==> config.mk <==
export PLATFORM = sky130hd
export DESIGN_NAME = swg_physics_renderer
export DESIGN_NICKNAME = d
export VERILOG_FILES = /design/src/rtl/swg_physics_renderer_pkg.sv /design/src/rtl/swg_physics_renderer_tick.sv /design/src/rtl/swg_physics_renderer.sv
export SDC_FILE = /design/constraint.sdc
export NUM_CORES = 1
export LEC_CHECK = 0
export BUFFER_PORTS_ARGS = -buffer_cell sky130_fd_sc_hd__buf_2
export CAP_MARGIN = 20
export CORE_ASPECT_RATIO = 0.7
export CORE_MARGIN = 4
export CORE_UTILIZATION = 65
export DETAILED_ROUTE_END_ITERATION = 8
export MAX_ROUTING_LAYER = met4
export PLACE_DENSITY = 0.84
export SLEW_MARGIN = 10
export SYNTH_ARGS = -nofsm -noshare
export SYNTH_HDL_FRONTEND = slang
export SYNTH_HIERARCHICAL = 1
export SYNTH_SLANG_ARGS = --single-unit
==> constraint.sdc <==
create_clock -name clk -period 17.8 [get_ports clk]
set_clock_uncertainty 0.1 [all_clocks]
set_input_delay 3.56 -clock clk [delete_from_list [all_inputs] [get_ports clk]]
set_output_delay 3.56 -clock clk [all_outputs]
set_load 0.1 [all_outputs]
==> src/rtl/swg_physics_renderer_pkg.sv <==
// Shared constants and types for the moving-sprite engine.
package swg_physics_renderer_pkg;
  typedef enum logic {CIRCLE = 1'b0, SQUARE = 1'b1} shape_e;
  typedef enum logic {FULL_RESET = 1'b0, BOUNCE = 1'b1} bmode_e;

  localparam int X_DISPLAY = 640;
  localparam int Y_DISPLAY = 480;

  // True when a 12-bit signed candidate coordinate falls outside [lo, hi].
  function automatic logic out_lo(input logic signed [11:0] v, input int lo);
    return 32'(v) < lo;
  endfunction

  function automatic logic out_hi(input logic signed [11:0] v, input int hi);
    return 32'(v) > hi;
  endfunction
endpackage

==> src/rtl/swg_physics_renderer_tick.sv <==
// Free-running period counter; tick is high during the last count of each period.
module tick_generator #(
  parameter int PERIOD = 1000
) (
  input  logic clk,
  input  logic reset,
  input  logic pause,
  output logic tick
);
  localparam int CW = (PERIOD > 1) ? $clog2(PERIOD) : 1;
  localparam logic [CW-1:0] LAST = CW'(PERIOD - 1);

  logic [CW-1:0] cnt;

  always_ff @(posedge clk) begin
    if (!reset)      cnt <= '0;
    else if (!pause) cnt <= (cnt == LAST) ? '0 : cnt + 1'b1;
  end

  assign tick = reset && !pause && (cnt == LAST);
endmodule

==> src/rtl/swg_physics_renderer.sv <==
// Sprite engine: display tick, stepped position integrator with boundary handling,
// and a per-pixel circle/square hit test against the current scan position.
module swg_physics_renderer
  import swg_physics_renderer_pkg::*;
#(
  parameter int     DELAY      = 1000,
  parameter int     STEP_DELAY = 833333,
  parameter int     A_INIT     = 16,
  parameter shape_e TYPE       = CIRCLE,
  parameter int     X_INIT     = 0,
  parameter int     Y_INIT     = 1,
  parameter int     X_MIN      = 0,
  parameter int     X_MAX      = 639,
  parameter int     Y_MIN      = 0,
  parameter int     Y_MAX      = 464,
  parameter int     VX_INIT    = 0,
  parameter int     VY_INIT    = 3,
  parameter bmode_e MODE       = FULL_RESET
) (
  input  logic       clk,
  input  logic       reset,
  input  logic       pause,
  input  logic [9:0] x,
  input  logic [9:0] y,
  input  logic [9:0] x_in,
  input  logic [9:0] y_in,
  input  logic       wr_xy,
  input  logic       enabled,
  output logic       tick,
  output logic [9:0] px,
  output logic [9:0] py,
  output logic       r,
  output logic       print
);
  localparam logic [9:0]         PX0 = 10'(X_INIT);
  localparam logic [9:0]         PY0 = 10'(Y_INIT);
  localparam logic signed [11:0] VX0 = 12'(VX_INIT);
  localparam logic signed [11:0] VY0 = 12'(VY_INIT);
  localparam int                 RAD = A_INIT / 2;
  localparam logic [21:0]        RR  = 22'(RAD * RAD);

  logic step;

  tick_generator #(.PERIOD(DELAY)) u_tick (
    .clk(clk), .reset(reset), .pause(pause), .tick(tick)
  );

  tick_generator #(.PERIOD(STEP_DELAY)) u_step (
    .clk(clk), .reset(reset), .pause(pause), .tick(step)
  );

  logic signed [11:0] vx, vy, vx_n, vy_n, nx, ny;
  logic [9:0]         px_n, py_n;
  logic               r_n, x_lo, x_hi, y_lo, y_hi;

  assign nx   = $signed({2'b00, px}) + vx;
  assign ny   = $signed({2'b00, py}) + vy;
  assign x_lo = out_lo(nx, X_MIN);
  assign x_hi = out_hi(nx, X_MAX);
  assign y_lo = out_lo(ny, Y_MIN);
  assign y_hi = out_hi(ny, Y_MAX);

  // step is already suppressed by pause inside the generator.
  always_comb begin
    px_n = px;
    py_n = py;
    vx_n = vx;
    vy_n = vy;
    r_n  = 1'b0;
    if (wr_xy) begin
      px_n = x_in;
      py_n = y_in;
    end else if (step) begin
      if (MODE == FULL_RESET && (x_lo || x_hi || y_lo || y_hi)) begin
        px_n = PX0;
        py_n = PY0;
        vx_n = VX0;
        vy_n = VY0;
        r_n  = 1'b1;
      end else begin
        px_n = x_lo ? 10'(X_MIN) : x_hi ? 10'(X_MAX) : nx[9:0];
        py_n = y_lo ? 10'(Y_MIN) : y_hi ? 10'(Y_MAX) : ny[9:0];
        vx_n = (x_lo || x_hi) ? -vx : vx;
        vy_n = (y_lo || y_hi) ? -vy : vy;
      end
    end
  end

  always_ff @(posedge clk) begin
    if (!reset) begin
      px <= PX0;
      py <= PY0;
      vx <= VX0;
      vy <= VY0;
      r  <= 1'b0;
    end else begin
      px <= px_n;
      py <= py_n;
      vx <= vx_n;
      vy <= vy_n;
      r  <= r_n;
    end
  end

  // Hit test: square uses the half-open box, circle the squared distance to the centre.
  logic signed [10:0] dx, dy;
  logic signed [21:0] dxe, dye;
  logic [21:0]        dd;
  logic               in_sq, in_ci;

  assign dx    = {1'b0, x} - {1'b0, px} - 11'(RAD);
  assign dy    = {1'b0, y} - {1'b0, py} - 11'(RAD);
  assign dxe   = 22'(dx);
  assign dye   = 22'(dy);
  assign dd    = $unsigned(dxe * dxe + dye * dye);
  assign in_ci = dd <= RR;
  assign in_sq = ({1'b0, x} >= {1'b0, px}) && ({1'b0, x} < {1'b0, px} + 11'(A_INIT)) &&
                 ({1'b0, y} >= {1'b0, py}) && ({1'b0, y} < {1'b0, py} + 11'(A_INIT));

  assign print = reset && enabled && ((TYPE == SQUARE) ? in_sq : in_ci);
endmodule

* Yosys cells after proc, flatten, opt, wreduce, memory -nomap -nowiden
Cells that the tools add are included.
** Operators by class
- $add $sub $neg :: 11
- Eq/ne operators :: 2
- Magnitude comparators :: 5
- Reductions and logical operators :: 16
- $mul :: 2
- Bitwise gates (word level) :: 3
- Mux-type cells :: 17
** Operators by type and width (count)
- 2-to-1 mux 10 bit :: 11
- 2-to-1 mux 12 bit :: 4
- multiplier 11 x 11 -> 22 bit :: 2
- adder 11 x 12 -> 12 bit :: 2
- less-than comparator 12 x 1 -> 1 bit (second input constant) :: 2
- negation 12 bit :: 2
- adder 22 bit :: 1
- <= comparator 22 x 7 -> 1 bit (second input constant) :: 1
- subtractor 10 x 10 -> 11 bit :: 2
- subtractor 11 x 4 -> 11 bit (second input constant) :: 2
- adder 20 x 1 -> 20 bit (second input constant) :: 1
- == test 20 bit (second input constant) :: 1
- 2-to-1 mux 20 bit :: 1
- > comparator 12 x 10 -> 1 bit (second input constant) :: 1
- > comparator 12 x 11 -> 1 bit (second input constant) :: 1
- adder 10 x 1 -> 10 bit (second input constant) :: 1
- == test 10 bit (second input constant) :: 1
- AND reduction 3 bit :: 2
- nonzero test 2 bit :: 3
- logical AND 1 bit :: 5
- logical OR 1 bit :: 4
- NOT 1 bit :: 3
- OR reduction 3 bit :: 1
- zero test 1 bit :: 1
- 2-to-1 mux 1 bit :: 1
** Word-level totals
- Output and inout bits :: 23
- Logic and storage cells :: 63
- Bits in registers :: 75
- Bits of input ports :: 45

* Logic depth before layout (Yosys ltp)
Gate-level depths: netlist of run 1.
- Depth in word-level cells :: 8
- Depth in mapped cells :: 38
- Gate-level depth less buffers :: 37

* Modules after synthesis
The synthesis of run 1 kept the hierarchy.
** By module, submodules not included
- swg_physics_renderer :: cells an instance 1314, instances 1, area an instance 11933.9 sq um, seq. area each 880.8 sq um
- tick_generator (u_step) :: cells an instance 122, instances 1, area an instance 1073.5 sq um, seq. area each 400.4 sq um
- tick_generator (u_tick) :: cells an instance 57, instances 1, area an instance 555.5 sq um, seq. area each 200.2 sq um

* Worst setup path before layout of run 1
Ideal clock, no wire load.
- Path type :: input to output
- From :: input port y[2]
- To :: output port print
- Cell stages on the path :: 28
- Path buffers :: 1
- Data required time :: 14.140 ns
- Data arrival time :: 14.855 ns
- Slack :: -0.715 ns
- Cells stage by stage :: ha_1 > ha_1 > a21o_1 > a21oi_1 > o21bai_1 > a2111o_1 > a31o_2 > a21o_1 > xor2_1 > clkbuf_1 > nor2_1 > fa_1 > fa_1 > inv_1 > fa_1 > fa_1 > fa_1 > fa_1 > inv_1 > fa_1 > ha_1 > or4_1 > a221o_1 > nor4_1 > o2111ai_1 > nor4_1 > nand4_1 > nor4_1
** Between the ends
- Cells in the longest elaborated chain, start to end :: 6
** RTL lines
- start, declared :: RTL line swg_physics_renderer.sv:24 : input logic [9:0] y,
- subtractor 10 x 10 -> 11 bit :: RTL line swg_physics_renderer.sv:112 : assign dy = {1'b0, y} - {1'b0, py} - 11'(RAD);
- subtractor 11 x 4 -> 11 bit :: RTL line swg_physics_renderer.sv:112
- multiplier 11 x 11 -> 22 bit :: RTL line swg_physics_renderer.sv:115 : assign dd = $unsigned(dxe * dxe + dye * dye);
- adder 22 bit :: RTL line swg_physics_renderer.sv:115
- <= comparator 22 x 7 -> 1 bit :: RTL line swg_physics_renderer.sv:116 : assign in_ci = dd <= RR;
- logical AND 1 bit :: RTL line swg_physics_renderer.sv:120 : assign print = reset && enabled && ((TYPE == SQUARE) ? in_sq : in_ci);
- end, declared :: RTL line swg_physics_renderer.sv:33 : output logic print
Every way passes these cells.

* Final worst setup path of run 1
- From :: input port x[2]
- To :: output port print
** Between the ends
- Cells in the longest elaborated chain, start to end :: 6
** RTL lines
- start, declared :: RTL line swg_physics_renderer.sv:23 : input logic [9:0] x,
- subtractor 10 x 10 -> 11 bit :: RTL line swg_physics_renderer.sv:111 : assign dx = {1'b0, x} - {1'b0, px} - 11'(RAD);
- subtractor 11 x 4 -> 11 bit :: RTL line swg_physics_renderer.sv:111
- multiplier 11 x 11 -> 22 bit :: RTL line swg_physics_renderer.sv:115
- adder 22 bit :: RTL line swg_physics_renderer.sv:115
- <= comparator 22 x 7 -> 1 bit :: RTL line swg_physics_renderer.sv:116
- logical AND 1 bit :: RTL line swg_physics_renderer.sv:120
Every way passes these cells.

==> metrics.csv, run 1 <==
stage;metric;value;unit
logic_synthesis;Yosys cell types;77;
logic_synthesis;Synth top area share;35.4;%
setup_path;slowest stage cell, crit path;fa_1;
global_routing;Overflow after GRT;0;
setup_path;worst r2r dst;py[7]$_SDFFE_PN0P_;
place;pre-CTS setup slack;790;ps
sta;min cycle time layout;16960;ps
hold_path;hold endpoint;vy[0]$_SDFFE_PN1P_;
logic_synthesis;Post-synth EDFFs;0;
final_layout;area of the multi-input gates;0.0105;mm^2
outcome;status;finished clean;
die;Die Area;0.0233;mm^2
die;initial core utilization;67.2;%
routing;Routed WL per cell;16.4;um
sta;Max Freq;59.0;MHz
routing;1st-pass router iterations;5;
logic_synthesis;Async S/R FF share, synth;0;%
final_layout;P&R area growth vs syn;6.82;%
clocking;cts repair resizes;0;
flow_run;Max Cap Viol;0;
hold_path;Hold Startpoint;vy[0]$_SDFFE_PN1P_;
sta;Slew Limit Fails;0;
final_layout;Net count, final;1979;
die;area of the core;0.0202;mm^2
setup_path;Startpoint Class;input port;
sta;RSZ-0062 raised after global routing;no;
routing;Iteration-0 DRC Markers;735;
global_routing;GRT Total Usage;27.4;%
die;height of the die;129;um
setup_path;critical path required time;14140;ps
sta;worst slew pin tran;1070;ps
place;PortBufs;67;
logic_synthesis;Ys Warns;6;
final_layout;Register Area;0.00148;mm^2
routing;total wire length;30000;um
logic_synthesis;dominant synthesized flop cell;dfxtp_1;
die;total I/O pin count;68;
setup_path;Top cell by count, worst path;fa_1;
logic_synthesis;Mapped Area;0.0136;mm^2
logic_synthesis;post-synth top area cell;fa_1;
die;die width;181;um
clocking;cts bufs inserted;9;
global_routing;number of global-route vias before repair;10600;
setup_path;crit end category;output port;
routing;DRC Markers;0;
clocking;CTS tree;yes;
sta;setup slack after layout;838;ps
logic_synthesis;average size of a mapped cell;9.08;um^2
global_routing;maximum number of pins on one net before global-route repair;42;
clocking;hold buffers post-CTS;0;
place;Routability Congestion;0.927;
logic_synthesis;Synth top cells by count;inv_1 (373), fa_1 (240), ha_1 (141);
logic_synthesis;sequential area share after synthesis;10.9;%
setup_path;critical path's largest stage delay;770;ps
clocking;clock slew at reported path FFs;60;ps
clocking;Post-CTS Setup Bufs;0;
logic_synthesis;most frequent cell after synthesis;inv_1;
clocking;clock buffer depth;2;
final_layout;fillers;1564;
global_routing;initial antenna violation count;1;
logic_synthesis;Cells after Synth;1493;
setup_path;worst reg2reg path depth;8;
die;Cell Rows;43;
clocking;TritonCTS Sinks;74;
routing;DR vias;10200;
setup_path;reg2reg setup slack;13930;ps
global_routing;first-pass GRT wire length;50600;um
setup_path;arrival time at the worst endpoint;13300;ps
sta;final hold vios;0;
sta;TNS Setup;0;ps
hold_path;worst hold path type;reg -> reg;
final_layout;layout cells sized above 1;8.16;%
routing;via/cell ratio;5.56;
setup_path;CP Class;in -> out;
logic_synthesis;dominant cells by area after synthesis;fa_1 (35%), ha_1 (13%), dfxtp_1 (11%);
clocking;clock latency on the worst-skew pair;330;ps
clocking;H-tree levels;3;
place;hpwl dp;25700;um
sta;Max transition margin;28.1;%
setup_path;worst-path fanout max;20;
routing;post-route ant nets;0;
logic_synthesis;register bit total from synthesis;74;
sta;setup violators final;0;
setup_path;Worst Setup SP;x[2];
clocking;CTS root buf;clkbuf_16;
setup_path;worst r2r src;u_step/cnt[9]$_SDFFE_PN0N_;
sta;fin crit share;95.3;%
hold_path;hold-critical path depth;2;
logic_synthesis;net count after synthesis;1919;
==> registers in the layout, summed over array words and instances (netlist names) <==
name and flops:
px 10, py 10, r 1, u_step/cnt 20, u_tick/cnt 10, vx 11, vy 12
==> worst max-delay path, delay by kind of cell <==
kind / cells / cell delay, ps
fa+ha+maj: 10 / 4960
compound gates: 6 / 1440
xor+xnor: 1 / 220
buf+inv: 7 / 1030
simple gates: 8 / 2080
==> through the flow <==
step	instances	hold WS, ps	util [%]	instance area (um^2)
after floorplan	1493	307	-	13600
final	1829	360	71.8	14500
after detailed placement	1811	338	70.3	14200
after global routing	1828	375	71.8	14500
after CTS	1826	365	71.7	14500
after global placement	1811	319	70.3	14200
==> metal layers <==
layer	share of wire, %	up-vias	global-route usage, %	routed length [um]
met5	0	-	-	0
met4	1.3	0	4.04	393
met3	7.0	34	4.72	2100
met2	47	354	44.2	14200
met1	44	5007	37.8	13300
li1	-	4774	-	-
==> cell type report <==
type	count	share of cell area, %
tap	270	2.33
sequential	74	10.2
antenna	2	0.0345
multi-input combinational	1009	72.5
clock inverter	5	0.380
inverter	377	9.77
timing repair buffer	82	3.12
clock buffer	10	1.65
==> cell families after synthesis <==
group	count (synthesis)	synth area share, %
muxes	8	0.600
and+or+nand+nor	368	14.3
xor gates and xnor gates	76	4.91
AOI/OAI and AO/OA	176	9.06
buffers and inverters	410	11.7
adders and majority gates	381	48.4
DFF	74	10.9
==> worst max-delay path by stage <==
stage	to	cells after the start
2_1_floorplan	print	28
3_3_place_gp	print	31
3_5_place_dp	print	31
4_1_cts	print	31
5_1_grt	print	32
6_report	print	32
==> cell usage in the layout, fill, tap and decap left out, drive strengths merged, types with 7 or more instances in the layout <==
cell | netlist | routed
a21oi | 56 | 56
fa | 240 | 240
nand4b | 7 | 7
and2 | 39 | 39
nor3b | 16 | 16
inv | 374 | 374
nand2 | 73 | 73
clkbuf | 24 | 10
nand4 | 8 | 8
nor4 | 10 | 10
nor2 | 109 | 109
or4 | 7 | 7
dfxtp | 74 | 74
o21a | 8 | 8
o21ai | 18 | 18
nor3 | 15 | 15
o22ai | 19 | 19
buf | 9 | 82
mux2i | 7 | 7
nor2b | 15 | 15
nand2b | 22 | 22
xnor2 | 43 | 43
xor2 | 33 | 33
nand3 | 22 | 22
a21o | 22 | 22
ha | 141 | 141
Power of run 1 is left out: the tool's default activity adds up to more than one toggle a clock period on the data nets, which glitch-free logic cannot reach.
==> run 2: changes to the inputs <==
--- a/config.mk
+++ b/config.mk
@@ -5,12 +5,14 @@
 export SDC_FILE = /design/constraint.sdc
 export NUM_CORES = 1
 export LEC_CHECK = 0
+export ABC_AREA = 1
 export BUFFER_PORTS_ARGS = -buffer_cell sky130_fd_sc_hd__buf_2
 export CAP_MARGIN = 20
 export CORE_ASPECT_RATIO = 0.7
 export CORE_MARGIN = 4
 export CORE_UTILIZATION = 65
 export DETAILED_ROUTE_END_ITERATION = 8
+export GPL_ROUTABILITY_DRIVEN = 0
 export MAX_ROUTING_LAYER = met4
 export PLACE_DENSITY = 0.84
 export SLEW_MARGIN = 10
==> run 2 against run 1 <==
Clock-buffer cell count grew 4. Synthesized cell count grew 14%. Via count grew 6.1%. Flip-flop and latch count is the same. Sequential share of layout area shrank 0.21 points. Critical endpoint unchanged.
==> metrics.csv, run 2 <==
stage;metric;value;unit;change
outcome;status;finished clean;;
sta;worst slew pin tran;886;ps;-188 ps
clocking;clock buffer depth;2;;unchanged
setup_path;critical path required time;14140;ps;about the same
sta;setup violators final;0;;unchanged
logic_synthesis;Async S/R FF share, synth;0;%;unchanged
clocking;TritonCTS Sinks;74;;unchanged
final_layout;max reg flops;20;;unchanged
setup_path;worst r2r dst;vy[0]$_SDFFE_PN1P_;;
routing;Iteration-0 DRC Markers;840;;+14%
setup_path;Worst Setup SP;x[3];;
hold_path;worst hold path type;reg -> reg;;
final_layout;layout cells sized above 1;10.1;%;+2.0 points
global_routing;maximum number of pins on one net before global-route repair;25;;-40%
final_layout;top flop regs;u_step/cnt x20, vy x12, vx x11;;
logic_synthesis;Yosys cell types;49;;-36%
logic_synthesis;average size of a mapped cell;8.16;um^2;-10%
logic_synthesis;register bit total from synthesis;74;;unchanged
setup_path;reg2reg setup slack;14590;ps;+660 ps
clocking;cts bufs inserted;9;;unchanged
sta;Max Freq;60.7;MHz;+3.0%
die;Cell Rows;44;;+2.3%
setup_path;crit end category;output port;;
clocking;CTS tree;yes;;
place;PortBufs;67;;unchanged
sta;min cycle time layout;16480;ps;-487 ps
routing;total wire length;31500;um;+5.1%
flow_run;Max Cap Viol;0;;unchanged
routing;Routed WL per cell;15.3;um;-6.3%
logic_synthesis;Post-synth EDFFs;0;;unchanged
sta;Slew Limit Fails;0;;unchanged
clocking;cts repair resizes;0;;unchanged
routing;DRC Markers;0;;unchanged
sta;fin crit share;92.6;%;-2.7 points
clocking;clock latency on the worst-skew pair;330;ps;about the same
sta;final hold vios;0;;unchanged
routing;via/cell ratio;5.26;;-5.4%
final_layout;Net count, final;2197;;+11%
setup_path;worst reg2reg path depth;14;;+6
global_routing;initial antenna violation count;0;;-1
place;hpwl dp;26800;um;+4.3%
logic_synthesis;Cells after Synth;1708;;+14%
setup_path;crit path to;print;;
logic_synthesis;Synth top cells by count;inv_1 (504), nand2_1 (247), fa_1 (240);;
setup_path;critical path's largest stage delay;740;ps;-30 ps
global_routing;first-pass GRT wire length;53000;um;+4.8%
sta;TNS Setup;0;ps;unchanged
final_layout;P&R area growth vs syn;6.16;%;
sta;Max transition margin;40.9;%;+13 points
setup_path;worst-path fanout max;20;;unchanged
clocking;hold buffers post-CTS;0;;unchanged
logic_synthesis;Ys Warns;6;;unchanged
clocking;H-tree levels;3;;unchanged
global_routing;number of global-route vias before repair;11200;;+5.1%
setup_path;slowest stage cell, crit path;fa_1;;
logic_synthesis;Mapped Area;0.0139;mm^2;+2.7%
setup_path;CP Class;in -> out;;
logic_synthesis;net count after synthesis;2134;;+11%
die;die width;183;um;+1.3%
final_layout;most frequent cells in the layout;inv_1 (504), nand2_1 (247), fa_1 (240);;
setup_path;arrival time at the worst endpoint;12820;ps;-480 ps
sta;RSZ-0062 raised after global routing;no;;
clocking;CTS root buf;clkbuf_16;;
die;height of the die;130;um;+1.3%
global_routing;GRT Total Usage;28.5;%;+1.1 points
routing;post-route ant nets;0;;unchanged
die;initial core utilization;66.6;%;-0.64 points
logic_synthesis;most frequent cell after synthesis;inv_1;;
logic_synthesis;Synth top area share;34.5;%;-0.93 points
die;area of the core;0.0209;mm^2;+3.7%
logic_synthesis;dominant cells by area after synthesis;fa_1 (34%), inv_1 (14%), ha_1 (13%);;
clocking;Post-CTS Setup Bufs;0;;unchanged
clocking;clock slew at reported path FFs;50;ps;about the same
logic_synthesis;sequential area share after synthesis;10.6;%;-0.29 points
die;total I/O pin count;68;;unchanged
final_layout;most common cell after layout, fill and taps aside;inv_1;;
setup_path;worst r2r src;py[0]$_SDFFE_PN1P_;;
routing;1st-pass router iterations;7;;+2
global_routing;Overflow after GRT;0;;unchanged
final_layout;Top reg by flops;u_step/cnt;;
final_layout;# diodes;0;;-2
routing;DR vias;10800;;+6.1%
die;Die Area;0.0239;mm^2;+2.6%
logic_synthesis;dominant synthesized flop cell;dfxtp_1;;
logic_synthesis;post-synth top area cell;fa_1;;
setup_path;Startpoint Class;input port;;
-- run 2: changes by cell type in the layout (fill, tap and decap cells not counted), sizes merged, moves of 15 or more --
cell and delta:
a21o -21, a22oi +18, and2 -39, inv +139, nand2 +182, nand2b -22
nand3 +39, nor2 +85, nor2b -15, nor3b -16, o22ai -18, xnor2 -26
-- run 2: critical path: cells and delay by family --
kind | cells | cell delay [ps]
buffers and inverters | 10 | 900
AND/OR/NAND/NOR | 19 | 2370
AO/OA/AOI/OAI | 6 | 1050
adder cells (fa/ha/maj) | 10 | 4900
-- run 2: metal layers --
layer / global-route usage, % / part of all wire [%] / up-vias
met5: - / 0 / -
li1: - / - / 5154
met4: 5.95 / 2.0 / 0
met2: 45.1 / 46 / 421
met3: 6.00 / 8.9 / 59
met1: 38.7 / 43 / 5155
-- run 2: logic make-up after synthesis --
group                    after synthesis  share of synthesized area, %
AO/OA/AOI/OAI                        118                          5.44
XOR/XNOR                              41                          2.58
adder cells (fa/ha/maj)              381                          47.2
buffers and inverters                534                          15.0
flip-flops                            74                          10.6
multiplexers                           2                         0.144
AND/OR/NAND/NOR                      558                          19.1
-- run 2: worst min path at each step --
stage	startpoint	endpoint	slack, ps	depth (start not counted)
2_1_floorplan	vy[9]$_SDFFE_PN0P_	vy[9]$_SDFFE_PN0P_	310	2
3_5_place_dp	vy[9]$_SDFFE_PN0P_	vy[9]$_SDFFE_PN0P_	350	2
5_1_grt	vy[9]$_SDFFE_PN0P_	vy[9]$_SDFFE_PN0P_	360	2
3_3_place_gp	vy[9]$_SDFFE_PN0P_	vy[9]$_SDFFE_PN0P_	320	2
6_report	vy[9]$_SDFFE_PN0P_	vy[9]$_SDFFE_PN0P_	350	2
4_1_cts	vy[9]$_SDFFE_PN0P_	vy[9]$_SDFFE_PN0P_	350	2
-- run 2: layout make-up --
cell class | count | area, um^2
Multi-Input combinational cell | 1100 | 10400
Inverter | 514 | 1930
Clock inverter | 2 | 35.0
Tap cell | 276 | 345
Timing Repair Buffer | 72 | 373
Sequential cell | 74 | 1480
Clock buffer | 14 | 264
Fill cell | 1597 | 6130
-- run 2: through the flow --
| stage | cells | utilization, % | setup WS [ps] | hold WS [ps] | area [um^2] |
|---|---|---|---|---|---|
| 6_report | 2052 | 70.7 | 1320 | 348 | 14800 |
| 5_1_grt | 2052 | 70.7 | 472 | 361 | 14800 |
| 4_1_cts | 2052 | 70.7 | 1290 | 354 | 14800 |
| 3_5_place_dp | 2036 | 69.3 | 1320 | 346 | 14500 |
| 3_3_place_gp | 2036 | 69.3 | 1610 | 321 | 14500 |
| 2_1_floorplan | 1708 | - | 1470 | 312 | 13900 |
Power of run 2 is left out for the same reason.
==> run 3: changes to the inputs <==
--- a/config.mk
+++ b/config.mk
@@ -15,6 +15,7 @@
 export GPL_ROUTABILITY_DRIVEN = 0
 export MAX_ROUTING_LAYER = met4
 export PLACE_DENSITY = 0.84
+export REMOVE_ABC_BUFFERS = 1
 export SLEW_MARGIN = 10
 export SYNTH_ARGS = -nofsm -noshare
 export SYNTH_HDL_FRONTEND = slang
==> run 3 against run 2 <==
Cell count unchanged. First-iteration DRC count up 20%. Clock-buffer cell count down 5. Final area about the same. Sequential share of layout area about the same. Register-to-register slack worse by 140 ps. Global-route usage up 0.56 points. Utilization up 0.066 points. Non-clock buffer count unchanged. Maximum frequency down 0.53%. Critical endpoint unchanged. Largest cell class unchanged. Highest routed layer unchanged.
==> metrics.csv, run 3 (synthesized netlist as in run 2, its figures left out) <==
stage;metric;value;unit;change
global_routing;maximum number of pins on one net before global-route repair;25;;unchanged
global_routing;M3 GR Usage;8.94;%;+2.9 points
sta;fin crit share;93.0;%;+0.49 points
setup_path;Startpoint Class;input port;;
routing;DR vias;10800;;+0.0093%
global_routing;met1 Use GR;40.0;%;+1.3 points
clocking;clock latency on the worst-skew pair;340;ps;about the same
setup_path;crit end category;output port;;
place;PortBufs;67;;unchanged
routing;DRC Markers;0;;unchanged
routing;1st-pass router iterations;5;;-2
global_routing;initial antenna violation count;0;;unchanged
setup_path;worst-path fanout max;20;;unchanged
die;initial core utilization;66.6;%;unchanged
hold_path;worst hold path type;reg -> reg;;
die;total I/O pin count;68;;unchanged
final_layout;Register Area;0.00148;mm^2;unchanged
final_layout;fillers;1558;;-2.4%
die;height of the die;130;um;unchanged
setup_path;worst reg2reg path depth;15;;+1
final_layout;top flop regs;u_step/cnt x20, vy x12, vx x11;;
routing;post-route ant nets;0;;unchanged
clocking;clock slew at reported path FFs;70;ps;+20 ps
clocking;cts bufs inserted;9;;unchanged
routing;total wire length;31800;um;+1.0%
global_routing;GRT Total Usage;29.0;%;+0.56 points
hold_path;hold endpoint;vy[0]$_SDFFE_PN1P_;;
global_routing;number of global-route vias before repair;11100;;-0.30%
place;hpwl dp;26700;um;-0.59%
final_layout;# diodes;0;;unchanged
clocking;cts repair resizes;0;;unchanged
setup_path;reg2reg setup slack;14450;ps;-140 ps
setup_path;CP Class;in -> out;;
clocking;clock buffer depth;2;;unchanged
setup_path;critical path's largest stage delay;770;ps;+30 ps
global_routing;met2 GRT Util;43.0;%;-2.0 points
routing;Iteration-0 DRC Markers;1012;;+20%
die;Cell Rows;44;;unchanged
setup_path;worst r2r src;px[2]$_SDFFE_PN0P_;;
setup_path;WP buf/inv;10;;unchanged
flow_run;Max Cap Viol;0;;unchanged
hold_path;hold-critical path depth;2;;unchanged
setup_path;critical path required time;14140;ps;about the same
sta;final hold vios;0;;unchanged
final_layout;most frequent cells in the layout;inv_1 (504), nand2_1 (247), fa_1 (240);;
setup_path;delay-heaviest family, CP;adder cells;;
clocking;CTS root buf;clkbuf_16;;
sta;Max Freq;60.4;MHz;-0.53%
sta;min cycle time layout;16560;ps;+87.4 ps
die;die width;183;um;unchanged
clocking;H-tree levels;3;;unchanged
sta;worst slew pin tran;971;ps;+84.8 ps
routing;via/cell ratio;5.26;;about the same
final_layout;Top reg by flops;u_step/cnt;;
sta;Max transition margin;35.2;%;-5.7 points
global_routing;Overflow after GRT;0;;unchanged
setup_path;arrival time at the worst endpoint;12900;ps;+80 ps
global_routing;Top Usage Layer GRT;met2;;
setup_path;worst r2r dst;vy[1]$_SDFFE_PN1P_;;
final_layout;P&R area growth vs syn;6.26;%;about the same
clocking;hold buffers post-CTS;0;;unchanged
final_layout;most common cell after layout, fill and taps aside;inv_1;;
clocking;Post-CTS Setup Bufs;0;;unchanged
final_layout;Net count, final;2197;;unchanged
final_layout;layout cells sized above 1;10.4;%;+0.23 points
clocking;CTS tree;yes;;
global_routing;first-pass GRT wire length;53900;um;+1.6%
routing;Routed WL per cell;15.5;um;+1.0%
final_layout;max reg flops;20;;unchanged
setup_path;slowest stage cell, crit path;fa_1;;
final_layout;area of the multi-input gates;0.0104;mm^2;about the same
clocking;TritonCTS Sinks;74;;unchanged
die;Die Area;0.0239;mm^2;unchanged
sta;TNS Setup;0;ps;unchanged
sta;Slew Limit Fails;0;;unchanged
sta;setup violators final;0;;unchanged
sta;RSZ-0062 raised after global routing;no;;
hold_path;Hold Startpoint;vy[0]$_SDFFE_PN1P_;;
outcome;status;finished clean;;
die;area of the core;0.0209;mm^2;unchanged
[run 3: layout make-up]
| cell class | count | area share (%) |
|---|---|---|
| clock buffers | 9 | 1.52 |
| clock inverters | 7 | 0.575 |
| inverters | 514 | 13.0 |
| multi-input cells | 1100 | 70.0 |
| flip-flops and latches | 74 | 10.0 |
| well taps | 276 | 2.33 |
| repair buffers | 72 | 2.52 |
[run 3: worst max path at each step]
| stage | from | to | depth (start not counted) |
|---|---|---|---|
| 2_1_floorplan | y[3] | print | 45 |
| 3_3_place_gp | y[3] | print | 47 |
| 3_5_place_dp | y[3] | print | 47 |
| 4_1_cts | y[3] | print | 47 |
| 5_1_grt | y[3] | print | 42 |
| 6_report | x[3] | print | 45 |
[run 3: per-stage QoR]
step | util (%) | instances | setup slack (ps) | hold slack [ps] | instance area (um^2)
after floorplan | - | 1688 | 1300 | 312 | 13800
after global placement | 69.2 | 2035 | 1130 | 322 | 14500
after detailed placement | 69.2 | 2035 | 757 | 327 | 14500
after CTS | 70.7 | 2051 | 736 | 345 | 14800
after global routing | 70.8 | 2052 | 518 | 375 | 14800
final | 70.8 | 2052 | 1240 | 344 | 14800
[run 3: tightest hold or removal path, delay by kind of cell, from the launching register on]
family / cells / cell delay [ps]
simple gates: 1 / 40
buf+inv: 1 / 50
flops: 1 / 320
[run 3: layer usage]
| metal | vias up | share of wire, % |
|---|---|---|
| met3 | 52 | 11 |
| met5 | - | 0 |
| li1 | 5155 | - |
| met1 | 5087 | 44 |
| met2 | 496 | 44 |
| met4 | 0 | 1.7 |
Power of run 3 is left out for the same reason.
